## src/rtl/nx_ser_gen_pkg.sv

```systemverilog
// Shared limits and helpers for the nx_ser_gen serial word generator.
// Parameter legality bounds live here so the top can reject bad configurations.
package nx_ser_gen_pkg;

  localparam int DATA_SIZE_MIN = 2;
  localparam int DATA_SIZE_MAX = 10;
  localparam int LANES_MIN     = 1;
  localparam int LANES_MAX     = 8;
  localparam int DELAY_MAX_MIN = 0;
  localparam int DELAY_MAX_MAX = 63;
  localparam int TAP_W         = 6;

  function automatic logic [TAP_W-1:0] clamp_tap(input logic [TAP_W-1:0] val,
                                                 input logic [TAP_W-1:0] lim);
    return (val > lim) ? lim : val;
  endfunction

endpackage

```

## src/rtl/nx_ser_lane.sv

```systemverilog
// One serial lane: word shift register, registered pre-delay bit, and a
// free-running delay line with a tap mux selecting the output.
module nx_ser_lane
  import nx_ser_gen_pkg::*;
#(
  parameter int                  DATA_SIZE = 5,
  parameter int                  DELAY_MAX = 7,
  parameter logic [DATA_SIZE-1:0] IDLE     = '0,
  parameter logic                MSB_FIRST = 1'b0
) (
  input  logic                 FCK,
  input  logic                 RN,
  input  logic                 i_load,
  input  logic [DATA_SIZE-1:0] i_word,
  input  logic [TAP_W-1:0]     i_tap,
  output logic                 o_bit
);

  localparam int DLY_W = (DELAY_MAX > 0) ? DELAY_MAX : 1;

  // Reorder so the shift logic is always LSB-out regardless of bit order.
  function automatic logic [DATA_SIZE-1:0] order(input logic [DATA_SIZE-1:0] w);
    logic [DATA_SIZE-1:0] r;
    for (int j = 0; j < DATA_SIZE; j++) begin
      r[j] = MSB_FIRST ? w[DATA_SIZE-1-j] : w[j];
    end
    return r;
  endfunction

  localparam logic [DATA_SIZE-1:0] IDLE_ORD = order(IDLE);

  logic [DATA_SIZE-1:0] w_ord;
  logic [DATA_SIZE-1:0] r_sh;
  logic                 r_bit;
  logic [DLY_W-1:0]     r_dly;

  assign w_ord = order(i_word);

  always_ff @(posedge FCK or negedge RN) begin
    if (!RN) begin
      r_sh  <= IDLE_ORD;
      r_bit <= 1'b0;
    end else if (i_load) begin
      r_bit <= w_ord[0];
      r_sh  <= w_ord >> 1;
    end else begin
      r_bit <= r_sh[0];
      r_sh  <= r_sh >> 1;
    end
  end

  // Shifted every cycle so a tap change only re-times already valid history.
  always_ff @(posedge FCK or negedge RN) begin
    if (!RN) begin
      r_dly <= '0;
    end else begin
      r_dly[0] <= r_bit;
      for (int j = 1; j < DLY_W; j++) begin
        r_dly[j] <= r_dly[j-1];
      end
    end
  end

  always_comb begin
    o_bit = r_bit;
    for (int j = 1; j <= DELAY_MAX; j++) begin
      if (i_tap == TAP_W'(j)) o_bit = r_dly[j-1];
    end
  end

endmodule

```

## src/rtl/nx_ser_gen.sv

```systemverilog
// Multi-lane parallel-to-serial generator with frame counter, valid/ready
// intake and a per-lane output delay register file.
module nx_ser_gen
  import nx_ser_gen_pkg::*;
#(
  parameter int                   DATA_SIZE = 5,
  parameter int                   LANES     = 4,
  parameter int                   DELAY_MAX = 7,
  parameter logic [DATA_SIZE-1:0] IDLE      = '0,
  parameter logic                 MSB_FIRST = 1'b0
) (
  input  logic                       FCK,
  input  logic                       RN,
  input  logic [LANES*DATA_SIZE-1:0] I,
  input  logic                       VLD,
  output logic                       RDY,
  output logic [LANES-1:0]           IO,
  output logic                       LD,
  input  logic                       DRL,
  input  logic [2:0]                 DRA,
  input  logic [TAP_W-1:0]           DRI,
  output logic [TAP_W-1:0]           DRO
);

  if (DATA_SIZE < DATA_SIZE_MIN || DATA_SIZE > DATA_SIZE_MAX) begin : g_bad_data_size
    $error("nx_ser_gen: DATA_SIZE out of range");
  end
  if (LANES < LANES_MIN || LANES > LANES_MAX) begin : g_bad_lanes
    $error("nx_ser_gen: LANES out of range");
  end
  if (DELAY_MAX < DELAY_MAX_MIN || DELAY_MAX > DELAY_MAX_MAX) begin : g_bad_delay_max
    $error("nx_ser_gen: DELAY_MAX out of range");
  end

  localparam int                 CNT_W    = $clog2(DATA_SIZE);
  localparam logic [CNT_W-1:0]   CNT_LAST = CNT_W'(DATA_SIZE - 1);
  localparam logic [TAP_W-1:0]   TAP_LIM  = TAP_W'(DELAY_MAX);

  logic [CNT_W-1:0] r_cnt;
  logic             r_ld;
  logic [TAP_W-1:0] r_dro;
  logic [TAP_W-1:0] r_pend [LANES];
  logic [TAP_W-1:0] r_tap  [LANES];

  logic             w_load;
  logic             w_xfer;
  logic             w_dra_ok;
  logic [TAP_W-1:0] w_wr_val;
  logic [TAP_W-1:0] w_dro_nxt;

  // Handshake: RDY is high only in the last frame cycle; a transfer is
  // VLD && RDY and loads I into every lane on that same edge.
  assign w_load   = (r_cnt == CNT_LAST);
  assign RDY      = w_load;
  assign w_xfer   = VLD && RDY;
  assign w_dra_ok = (32'(DRA) < LANES);
  assign w_wr_val = clamp_tap(DRI, TAP_LIM);
  assign LD       = r_ld;
  assign DRO      = r_dro;

  always_ff @(posedge FCK or negedge RN) begin
    if (!RN) begin
      r_cnt <= '0;
      r_ld  <= 1'b0;
    end else begin
      r_cnt <= w_load ? '0 : r_cnt + 1'b1;
      r_ld  <= w_load;
    end
  end

  // Pending taps move to active taps only on the load edge.
  always_ff @(posedge FCK or negedge RN) begin
    if (!RN) begin
      for (int k = 0; k < LANES; k++) begin
        r_pend[k] <= '0;
        r_tap[k]  <= '0;
      end
    end else begin
      for (int k = 0; k < LANES; k++) begin
        if (DRL && w_dra_ok && (DRA == 3'(k))) r_pend[k] <= w_wr_val;
        if (w_load) r_tap[k] <= r_pend[k];
      end
    end
  end

  // Readback forwards a same-cycle write so DRO shows the new pending tap.
  always_comb begin
    w_dro_nxt = '0;
    if (w_dra_ok) begin
      for (int k = 0; k < LANES; k++) begin
        if (DRA == 3'(k)) w_dro_nxt = r_pend[k];
      end
      if (DRL) w_dro_nxt = w_wr_val;
    end
  end

  always_ff @(posedge FCK or negedge RN) begin
    if (!RN) r_dro <= '0;
    else     r_dro <= w_dro_nxt;
  end

  for (genvar k = 0; k < LANES; k++) begin : g_lane
    logic [DATA_SIZE-1:0] w_word;
    assign w_word = w_xfer ? I[k*DATA_SIZE +: DATA_SIZE] : IDLE;

    nx_ser_lane #(
      .DATA_SIZE (DATA_SIZE),
      .DELAY_MAX (DELAY_MAX),
      .IDLE      (IDLE),
      .MSB_FIRST (MSB_FIRST)
    ) u_lane (
      .FCK    (FCK),
      .RN     (RN),
      .i_load (w_load),
      .i_word (w_word),
      .i_tap  (r_tap[k]),
      .o_bit  (IO[k])
    );
  end

endmodule
```

## config.mk

```make
export PLATFORM = sky130hd
export DESIGN_NAME = nx_ser_gen
export DESIGN_NICKNAME = d
export VERILOG_FILES = /design/src/rtl/nx_ser_gen_pkg.sv /design/src/rtl/nx_ser_lane.sv /design/src/rtl/nx_ser_gen.sv
export SDC_FILE = /design/constraint.sdc
export NUM_CORES = 1
export LEC_CHECK = 0
export ABC_CLOCK_PERIOD_IN_PS = 2100
export CORE_MARGIN = 2
export CORE_UTILIZATION = 40
export CTS_BUF_LIST = sky130_fd_sc_hd__clkbuf_2
export CTS_CLUSTER_SIZE = 28
export DETAILED_ROUTE_END_ITERATION = 7
export DONT_BUFFER_PORTS = 1
export PLACE_DENSITY = 0.51
export SYNTH_ARGS = -nofsm -noshare
export SYNTH_HDL_FRONTEND = slang
export SYNTH_SLANG_ARGS = --single-unit
export TNS_END_PERCENT = 10
```

## constraint.sdc

```tcl
create_clock -name FCK -period 2.1 [get_ports FCK]
set_clock_uncertainty 0.15 [all_clocks]
set_input_delay 0.42 -clock FCK [delete_from_list [all_inputs] [get_ports FCK]]
set_output_delay 0.42 -clock FCK [all_outputs]
set_load 0.03 [all_outputs]
```

After elaboration in Yosys (flattened, before gate mapping)
Cells that the tools add are included.
- bits of input ports: 33
- register bits after elaboration: 106
- reduce and logical (&&, ||, !) cells: 7
- equality and inequality tests: 32
- order comparisons: 2
- $add $sub $neg: 1
- multiplexer cells: 48
- operator list (operator ; number):
    == test 6 x 3 -> 1 bit, second input constant ; 16
    == test 6 x 2 -> 1 bit, second input constant ; 8
    2-to-1 mux 6 bit ; 7
    2-to-1 mux 1 bit ; 32
    == test 6 x 1 -> 1 bit, second input constant ; 4
    2-to-1 mux 5 bit ; 4
    2-to-1 mux 4 bit ; 4
    == test 3 x 2 -> 1 bit, second input constant ; 2
    greater-than comparator 6 x 3 -> 1 bit, second input constant ; 1
    logical AND 1 bit ; 6
    adder 3 x 1 -> 3 bit, second input constant ; 1
    == test 3 x 1 -> 1 bit, second input constant ; 1
    == test 3 bit, second input constant ; 1
    logical NOT 3 bit ; 1
    < comparator 3 bit, second input constant ; 1
    2-to-1 mux 3 bit ; 1

Depth between registers and ports, before layout
Gate-level depths: netlist (run 1).
- depth after elaboration: 8
- depth in mapped cells: 7

Modules after synthesis
A second synthesis (run 1) with hierarchy kept.
- cell total of the unflattened synthesis: 388
- area, all modules: 4438.0 um^2
- by module, submodules not included (module ; cells each ; times used ; area each (um^2)):
    nx_ser_gen ; 235 ; 1 ; 2452.4
    nx_ser_lane at g_lane[1].u_lane ... ; 38 ; 3 ; 496.7
    nx_ser_lane at g_lane[0].u_lane ; 39 ; 1 ; 495.5

Least setup slack after synthesis (run 1)
Ideal clock, no wire load.
- kind: flip-flop to output port
- start: register r_tap[13] (netlist bit)
- end: output port IO[1]
- buffers on the path: 2
- data arrival time: 1440 ps
- cell stages (with the launch flop): 8
- data required time: 1530 ps
- slack: 90 ps
- path through: dfrtp_1 -> buf_6 -> mux2i_1 -> or2_1 -> o2bb2ai_1 -> a221oi_2 -> a311o_1 -> buf_4
- longest elaborated chain between the ends: 8
- elaborated cells between the ends (all ways): 14
- RTL lines (item ; RTL line ; source):
    from (decl) ; nx_ser_gen.sv:43 ; logic [TAP_W-1:0] r_tap [LANES];
    from (signal, indexed assignment) ; nx_ser_gen.sv:81 ; if (w_load) r_tap[k] <= r_pend[k];
    == test 6 x 1 -> 1 bit ; nx_ser_lane.sv:67 ; if (i_tap == TAP_W'(j)) o_bit = r_dly[j-1];
    2-to-1 mux 1 bit (6 in series) ; nx_ser_lane.sv:67 ;
    2-to-1 mux 1 bit * ; nx_ser_lane.sv:67 ;
    to (decl) ; nx_ser_gen.sv:17 ; output logic [LANES-1:0] IO,
Every way passes the cells marked *; elsewhere a longest branch is shown, timed or not.

Worst setup path after layout (run 1)
Same ends and word-level chain as after synthesis.

==> flow_metrics.tcl, run 1 <==
set metrics [dict create \
    ys_ff_latch 106 \
    regArea_um2 2660 \
    ys_warn_count 0 \
    cts_root_buffer "clkbuf_2" \
    hold_path_class "in2async" \
    layout-drive-gt1-share 0.139 \
    multi_input_area_um2 1590 \
    initialDrtViolationCount 136 \
    clk_path_buf_depth 2 \
    ant_nets 0 \
    drv_cap 0 \
    nNetsFinal 490 \
    cp_data_arrival_time_ns 2.11 \
    rows 37 \
    dieWidth_um 108 \
    setup_slack_ns -0.584 \
    max_freq_ghz 0.373 \
    area_growth_pct 17.9 \
    fillers 986 \
    synth.avg_cell_area_um2 10.5 \
    syn_inst 413 \
    post_cts_hold_buffer_count 35 \
    ys_seq_area_frac 0.613 \
    tritoncts "built" \
    p_leak_nw 2.44 \
    via_per_inst 4.98 \
    synth_cell_types 39 \
    initial_core_util 0.415 \
    post-route-drc-count 0 \
    fin_crit_sh 1.28 \
    place_hpwl_um 5330 \
    synth_flop_cell "dfrtp_1" \
    dr.pass1.iters 4 \
    ys_top_cells_by_count "119 x nand2_1, 106 x dfrtp_1, 22 x a21oi_1, 22 x nor2_1, 19 x nand3_1" \
    via_count 2968 \
    cts_buffers 9 \
    synth.top_cell.area_share 0.613 \
    rsz0062_at_grt "true" \
    ioPinCount 45 \
    critPathKind "reg2out" \
    stdcell_count 596 \
    cts_sinks 106 \
    routabilityCongestion 0.767 \
    synthTopCellsByArea "dfrtp_1 61%, nand2_1 10%, mux4_2 3.1%" \
    final_hold_viol_count 106 \
    grt_max_degree 107 \
    synth-edff-count 0 \
    dpl.cell_count 544 \
    yosysMostFrequentCell "nand2_1" \
    antenna_found_initial 0 \
    synth_top_cell_by_area "dfrtp_1" \
    fin_tns_setup_ns -1.80 \
    setup_violations 4 \
    peakVddDrop_uv 363 \
    path_clk_slew_ns 0.26 \
    diodes 0 \
    cp-start-kind "flop" \
    finalMaxSlewViolations 0 \
    design.core.area_um2 10400 \
    status "finished, violations left" \
    overflow 0 \
    insertion_delay_ns 0.59 \
    die_h_um 108 \
    wirelength_um 8590 \
    critPathCaptureType "output pin" \
    wl_per_cell_um 14.4 \
    synthArstFlopShare 1.00 \
    port_buffers 0 \
    crit_required_ns 1.53 \
    layout_min_cycle_time_ns 2.68 \
    crit_fanout 2 \
    slew_headroom 0.673 \
    grt_pass1_vias 3113 \
    htreeDepth 3 \
    grtUsageTotal 0.169 \
    netlist_area_um2 4320 \
    power_density_nw_per_um2 716 \
    violations "negative hold slack, negative setup slack" \
    die_area_um2 11700 \
    synth_fp_nets 448 \
    worst_pin_slew_ns 0.488 \
    hold_slack_ns -0.680 \
    grt_pass1_wl_um 15000 \
]
sequential cells by signal, indices dropped and copies added, names as in the netlist:
| name | cells |
|---|---|
| g_lane.u_lane.r_dly | 28 |
| r_pend | 24 |
| r_tap | 24 |
| g_lane.u_lane.r_sh | 16 |
| DRO | 6 |
| g_lane.u_lane.r_bit | 4 |
| r_cnt | 3 |
| LD | 1 |
cells in the final DEF, fill, tap and decap left out, types with 3 or more instances in the layout:
cell | Yosys | routed
nand3_1 | 19 | 19
nor2_1 | 22 | 22
nand2b_1 | 7 | 7
dlygate4sd3_1 | 0 | 35
mux2i_1 | 4 | 4
mux4_2 | 6 | 6
and3_1 | 4 | 4
o21ai_0 | 16 | 12
clkinv_4 | 0 | 3
and2_1 | 4 | 4
buf_4 | 6 | 20
dfrtp_1 | 106 | 103
dfrtp_2 | 0 | 3
o21ai_1 | 0 | 4
nand2_1 | 119 | 118
a21oi_1 | 22 | 21
nor3_2 | 0 | 3
mux2_2 | 4 | 3
clkbuf_2 | 0 | 10
a31oi_1 | 3 | 3
nor2b_1 | 18 | 18
cells by family after synthesis:
family / synth area share
simple gates: 0.222
flops: 0.613
compound gates: 0.0715
buf+inv: 0.0362
mux: 0.0509
fa+ha+maj: 0.00579
cell type report:
class,instances,share of cell area
Inverter,4,0.00540
Multi-Input combinational cell,277,0.312
Clock inverter,6,0.0133
Clock buffer,10,0.00982
Sequential cell,106,0.521
Tap cell,136,0.0334
Timing Repair Buffer,57,0.105
per-stage QoR:
| stage | area, um^2 | total power [mW] | setup WS, ns | util |
|---|---|---|---|---|
| finish | 5100 | 3.65 | -0.584 | 0.489 |
| CTS | 5050 | 3.71 | -0.651 | 0.484 |
| floorplan | 4320 | 2.57 | 0.0896 | - |
| detailed placement | 4520 | 2.66 | 0.0401 | 0.434 |
| global route | 5100 | 3.87 | -0.725 | 0.489 |
| global placement | 4520 | 2.65 | 0.0742 | 0.434 |
final timing paths:
check                                          startpoint                        end  slack (ns)  cells after the start
max in group asynchronous                              RN  g_lane[2].u_lane.r_dly[4]        2.31                      0
min in group FCK                                   DRA[1]                     DRO[1]        0.06                      3
worst max register to register                  r_pend[2]                     DRO[2]        0.06                      5
worst min-delay path                                   RN  g_lane[1].u_lane.r_dly[1]       -0.68                      0
worst min register to register  g_lane[2].u_lane.r_dly[4]  g_lane[2].u_lane.r_dly[5]        0.23                      0
worst max-delay path                            r_tap[13]                      IO[1]       -0.58                      6
timing repair:
| action | in CTS | in global routing |
|---|---|---|
| pin swaps | 9 | 6 |
| setup buffers | 0 | 1 |
| endpoints found under the setup margin | 5 | 6 |
| gates resized for setup | 19 | 8 |
| endpoints found under the hold margin | 153 | 106 |
metal layers:
metal / track usage / vias to the layer above / wire length, um
li1: - / 1459 / -
met1: 0.209 / 1465 / 3840
met2: 0.286 / 34 / 4350
met3: 0.0428 / 10 / 246
met4: 0.0632 / 0 / 150
met5: 0 / - / 0
report_power, final:
group	switching, mW	internal, mW	total [mW]
registers	0.103	2.15	2.25
logic	0.204	0.254	0.458
clock network	0.664	0.282	0.946
worst max-delay path, stage by stage (launching register included):
cell and delay [ns]:
dfrtp_1 0.46, mux2i_1 0.11, or2_1 0.24, o2bb2ai_2 0.13, a221oi_2 0.24, a311o_1 0.21
buf_12 0.13
Note: power is estimated with default switching activity, not from simulation.
==> run 2, diff against run 1 <==
--- a/config.mk
+++ b/config.mk
@@ -6,6 +6,7 @@
 export NUM_CORES = 1
 export LEC_CHECK = 0
 export ABC_CLOCK_PERIOD_IN_PS = 2100
+export CORE_ASPECT_RATIO = 1.75
 export CORE_MARGIN = 2
 export CORE_UTILIZATION = 40
 export CTS_BUF_LIST = sky130_fd_sc_hd__clkbuf_2
==> run 2 against run 1 <==
The run still ends with negative hold slack, negative setup slack left. Sequential share of layout area increased by 0.66 points. First-iteration DRC count increased by 34%. Fmax grew 2.3%. Clock power decreased by 16%. Critical endpoint unchanged. Largest power group unchanged.
==> flow_metrics.tcl, run 2 (same netlist as run 1, synthesis figures left out) <==
set metrics [dict create \
    design.core.area_um2 10600 \
    area_growth_pct 16.5 \
    finalMaxSlewViolations 0 \
    crit_required_ns 1.53 \
    htreeDepth 3 \
    hold_slack_ns -0.658 \
    grt_pass1_vias 2982 \
    grt_max_degree 107 \
    via_count 2946 \
    cp_data_arrival_time_ns 2.05 \
    via_per_inst 4.99 \
    nNetsFinal 489 \
    post-route-drc-count 0 \
    layout-drive-gt1-share 0.135 \
    max_stage_delay_ns 0.45 \
    largest_reg_flops 28 \
    hold_path_class "in2async" \
    drv_cap 0 \
    wl_per_cell_um 15.0 \
    layout_min_cycle_time_ns 2.62 \
    critPathKind "reg2out" \
    critPathBufInv 1 \
    clk_path_buf_depth 2 \
    violations "negative hold slack, negative setup slack" \
    initial_core_util 0.407 \
    max_freq_ghz 0.381 \
    totalPowerFinal_mw 3.49 \
    place_hpwl_um 5740 \
    post_cts_buffers 0 \
    top_regs "g_lane.u_lane.r_dly: 28 flops, r_pend: 24 flops, r_tap: 24 flops" \
    crit_fanout 2 \
    final_cell_mix "118 x nand2_1, 101 x dfrtp_1, 36 x dlygate4sd3_1, 22 x nor2_1, 21 x a21oi_1" \
    grtUsageTotal 0.167 \
    die_h_um 142 \
    initialDrtViolationCount 182 \
    ioPinCount 45 \
    p_leak_nw 2.42 \
    post_cts_hold_buffer_count 36 \
    power_density_nw_per_um2 692 \
    routabilityCongestion 0.774 \
    slew_headroom 0.655 \
    rrSetupSlack_ns 0.12 \
    wirelength_um 8850 \
    antenna_found_initial 1 \
    rsz0062_at_grt "true" \
    path_clk_slew_ns 0.26 \
    dpl.cell_count 537 \
    final_common_cell "nand2_1" \
    rows 50 \
    final_hold_viol_count 106 \
    insertion_delay_ns 0.56 \
    dr.pass1.iters 4 \
    cts_sinks 106 \
    setup_violations 4 \
    die_area_um2 11700 \
    utilization 0.474 \
    cts_root_buffer "clkbuf_2" \
    port_buffers 0 \
    overflow 0 \
    worst_pin_slew_ns 0.515 \
    cts_buffers 9 \
    stdcell_count 590 \
    status "finished, violations left" \
    ant_nets 0 \
    path_cells "mux2i_1 > or2_1 > o2bb2ai_2 > a221oi_2 > a311o_1 > buf_6" \
    crit_slowest_cell "dfrtp_1" \
    peakVddDrop_uv 359 \
    cp-start-kind "flop" \
    dieWidth_um 82.6 \
    tritoncts "built" \
    grt_pass1_wl_um 14500 \
    setup_slack_ns -0.524 \
    crit_family "compound AO/OA/AOI/OAI gates" \
    fin_crit_sh 1.25 \
    largest-register "g_lane.u_lane.r_dly" \
    critPathCaptureType "output pin" \
]
[run 2: through the flow]
step	TNS, ns	area, um^2	setup slack, ns
global placement	0	4500	0.0667
global route	-2.64	5040	-0.681
finish	-1.74	5040	-0.524
CTS	-2.05	5000	-0.588
floorplan	0	4320	0.0896
detailed placement	0	4500	0.0255
[run 2: area by class of cell]
cell class | instances | area, um^2
fill | 1018 | 5600
clock inverter | 4 | 18.8
antenna | 1 | 2.50
multi-input combinational | 277 | 1590
tap | 130 | 163
sequential | 106 | 2660
timing repair buffer | 56 | 522
inverter | 4 | 20.0
clock buffer | 12 | 60.1
[run 2: worst reg2reg max path: cells and delay by family, from the launching register on]
kind / cells / cell delay [ns]
flops: 1 / 0.46
mux: 1 / 0.47
compound gates: 1 / 0.06
buf+inv: 1 / 0.57
simple gates: 2 / 0.22
[run 2: metal layers]
layer | track usage | part of all wire
met2 | 0.294 | 0.56
met3 | 0.0369 | 0.024
met4 | 0.0742 | 0.023
met1 | 0.189 | 0.40
met5 | 0 | 0
[run 2: worst paths after layout]
path | from | end | depth (start not counted)
max | r_tap[13] | IO[1] | 6
min | RN | g_lane[1].u_lane.r_dly[3] | 0
max reg2reg | r_pend[2] | DRO[2] | 5
min reg2reg | g_lane[2].u_lane.r_dly[3] | g_lane[2].u_lane.r_dly[4] | 0
max in group asynchronous | RN | g_lane[0].u_lane.r_sh[2] | 0
min in group FCK | DRL | r_pend[1] | 2
[run 2: what timing repair did]
action	CTS	global route
endpoints found under the setup margin	5	10
pin swaps	5	6
gates resized for setup	17	9
endpoints found under the hold margin	153	106
[run 2: report_power, final]
group	total [mW]	internal (mW)	switching, mW
logic	0.444	0.245	0.198
clock network	0.792	0.159	0.633
registers	2.25	2.15	0.107
==> run 3, diff against run 2 <==
--- a/config.mk
+++ b/config.mk
@@ -5,6 +5,7 @@
 export SDC_FILE = /design/constraint.sdc
 export NUM_CORES = 1
 export LEC_CHECK = 0
+export ABC_AREA = 1
 export ABC_CLOCK_PERIOD_IN_PS = 2100
 export CORE_ASPECT_RATIO = 1.75
 export CORE_MARGIN = 2
==> run 3 against run 2 <==
The flow still finishes with violations (negative hold slack, negative setup slack). Clock power is 28% higher. Setup slack better by 0.063 ns. Die area grew 2.4%. Core utilization grew 2.1 points. Critical path depth rose by 4. Global-route usage grew 0.79 points. Total power grew 18%. First-iteration DRC count fell by 7.7%. Combinational power up 81%.
==> flow_metrics.tcl, run 3 <==
set metrics [dict create \
    status "finished, violations left" \
    violations "negative hold slack, negative setup slack" \
    synth_top_family_by_area "simple AND/OR/NAND/NOR gates" \
    synth-edff-count 0 \
    wirelength_um 9520 \
    clk_path_buf_depth 2 \
    synth_xor_area_frac 0.00198 \
    setup_slack_ns -0.461 \
    crit_required_ns 1.53 \
    critPathKind "reg2out" \
    crit_slowest_cell "dfrtp_2" \
    place_area_um2 4570 \
    crit_family "simple AND/OR/NAND/NOR gates" \
    postLayoutCellArea_um2 5320 \
    final_hold_viol_count 106 \
    worst_pin_slew_ns 0.302 \
    largest_reg_flops 28 \
    overflow 0 \
    crit_fanout 4 \
    pre_cts_ws_ns 0.0456 \
    post_cts_hold_buffer_count 44 \
    fin_crit_sh 1.22 \
    largest-register "g_lane.u_lane.r_dly" \
    final_cell_mix "117 x nand2_1, 99 x dfrtp_1, 59 x inv_1, 43 x dlygate4sd3_1, 35 x nand3_1" \
    dr.pass1.iters 4 \
    slew_headroom 0.797 \
    post-route-drc-count 0 \
    synth.avg_cell_area_um2 9.11 \
    fillers 1054 \
    setup_violations 5 \
    insertion_delay_ns 0.61 \
    ioPinCount 45 \
    port_buffers 0 \
    via_per_inst 4.98 \
    cp_data_arrival_time_ns 1.99 \
    synth_adder_area_share 0.00564 \
    final_common_cell "nand2_1" \
    top_regs "g_lane.u_lane.r_dly: 28 flops, r_pend: 24 flops, r_tap: 24 flops" \
    cts_root_buffer "clkbuf_2" \
    layout_min_cycle_time_ns 2.56 \
    hold_path_class "in2async" \
    ys_ff_latch 106 \
    dieWidth_um 83.6 \
    rrSetupSlack_ns 0.12 \
    via_count 3374 \
    hold_slack_ns -0.714 \
    place_hpwl_um 6320 \
    finalMaxSlewViolations 0 \
    synth_top_cell_by_area "dfrtp_1" \
    grt_pass1_vias 3387 \
    max_stage_delay_ns 0.49 \
    synthArstFlopShare 1.00 \
    routabilityCongestion 0.783 \
    path_depth 10 \
    area_growth_pct 20.0 \
    regArea_um2 2660 \
    ant_nets 0 \
    tritoncts "built" \
    design.core.area_um2 10800 \
    layout-drive-gt1-share 0.152 \
    nNetsFinal 577 \
    die_area_um2 12000 \
    reg2reg_depth 8 \
    ys_seq_area_frac 0.598 \
    cts_buffers 9 \
    synth_flop_cell "dfrtp_1" \
    cts_sinks 106 \
    yosys.area_share.simple 0.226 \
    path_cells "inv_2 > nor3_4 > buf_4 > nand4_1 > nand2_1 > nand2_1 > nand2_1 > nand2_1 > nand2_2 > nand2_4" \
    netlist_area_um2 4430 \
    die_h_um 143 \
    yosysMostFrequentCell "nand2_1" \
    totalPowerFinal_mw 4.13 \
    initial_core_util 0.412 \
    ys_top_cells_by_count "125 x nand2_1, 106 x dfrtp_1, 60 x inv_1, 35 x nand3_1, 33 x o21ai_0" \
    peakVddDrop_uv 383 \
    antenna_found_initial 1 \
    grtUsageTotal 0.175 \
    rows 50 \
    wl_per_cell_um 14.0 \
    synthTopCellsByArea "dfrtp_1 60%, nand2_1 11%, inv_1 5.1%" \
    initialDrtViolationCount 168 \
    drv_cap 0 \
    ys_warn_count 0 \
    utilization 0.495 \
    htreeDepth 3 \
    max_freq_ghz 0.390 \
    critPathBufInv 2 \
    power_density_nw_per_um2 775 \
    p_leak_nw 2.60 \
    multi_input_area_um2 1520 \
    grt_max_degree 107 \
    critPathCaptureType "output pin" \
    rsz0062_at_grt "true" \
    path_clk_slew_ns 0.31 \
    grt_pass1_wl_um 16600 \
    crit_top_cell "nand2_1" \
    muxShareOfSynthArea 0 \
    synth_compound_area_frac 0.0889 \
    cp-start-kind "flop" \
    synth_cell_types 29 \
    synth.top_cell.area_share 0.598 \
    synth_fp_nets 522 \
    syn_inst 487 \
]
run 3: changes by cell type in the layout (fill, tap and decap cells not counted), sizes merged, moves of 15 or more:
cell / previous run / this run
inv: 4 / 79
o21ai: 16 / 39
nor2b: 18 / 0
a21oi: 22 / 6
nand3: 19 / 35
nand4: 0 / 16
nor2: 22 / 37
run 3: timing repair:
item,CTS,global route
endpoints found under the hold margin,143,106
endpoints found under the setup margin,5,24
gates resized for setup,26,13
buffers inserted,4,5
pin swaps,4,9
run 3: cells by family (layout without fill, tap and decap cells):
kind of cell / Yosys count / after routing
fa+ha+maj: 2 / 2
simple gates: 221 / 221
buf+inv: 89 / 149
compound gates: 68 / 68
xor+xnor: 1 / 1
other cells: 0 / 1
flops: 106 / 106
run 3: layout make-up:
cell class,instances,share of cell area
tap,130,0.0306
antenna,1,0.000470
multi-input combinational,292,0.286
inverter,74,0.0522
clock buffer,9,0.00846
timing repair buffer,59,0.106
sequential,106,0.500
clock inverter,7,0.0155
run 3: worst paths after layout:
kind / start / end
max in group asynchronous: RN / r_tap[6]
setup / recovery: r_tap[13] / IO[1]
hold / removal: RN / g_lane[0].u_lane.r_sh[2]
min in group FCK: DRI[2] / r_pend[20]
hold reg to reg: g_lane[3].u_lane.r_dly[1] / g_lane[3].u_lane.r_dly[2]
setup reg to reg: r_cnt[0] / g_lane[3].u_lane.r_sh[1]
run 3: power by group:
part	leakage (nW)	switching [mW]	internal (mW)
Combinational	1.16	0.484	0.319
Clock	0.0783	0.708	0.302
Sequential	1.37	0.121	2.19
Total	2.60	1.31	2.81
run 3: routing by layer:
metal | up-vias | part of all wire | wire [um] | global-route usage
met5 | - | 0 | 0 | 0
met4 | 0 | 0.021 | 197 | 0.0696
met3 | 15 | 0.030 | 283 | 0.0335
met2 | 56 | 0.55 | 5210 | 0.318
met1 | 1634 | 0.40 | 3840 | 0.202
li1 | 1669 | - | - | -
run 3: worst register-to-register path, delay by kind of cell (launching register included):
family | cells | cell delay [ns]
fa+ha+maj | 1 | 0.15
buf+inv | 4 | 0.91
simple gates | 3 | 0.25
flops | 1 | 0.47
run 3: per-stage QoR:
stage / setup TNS [ns] / std cells
final: -1.81 / 678
after global routing: -2.64 / 678
after CTS: -2.05 / 672
after detailed placement: 0 / 608
after global placement: 0 / 608
after floorplan: 0 / 487
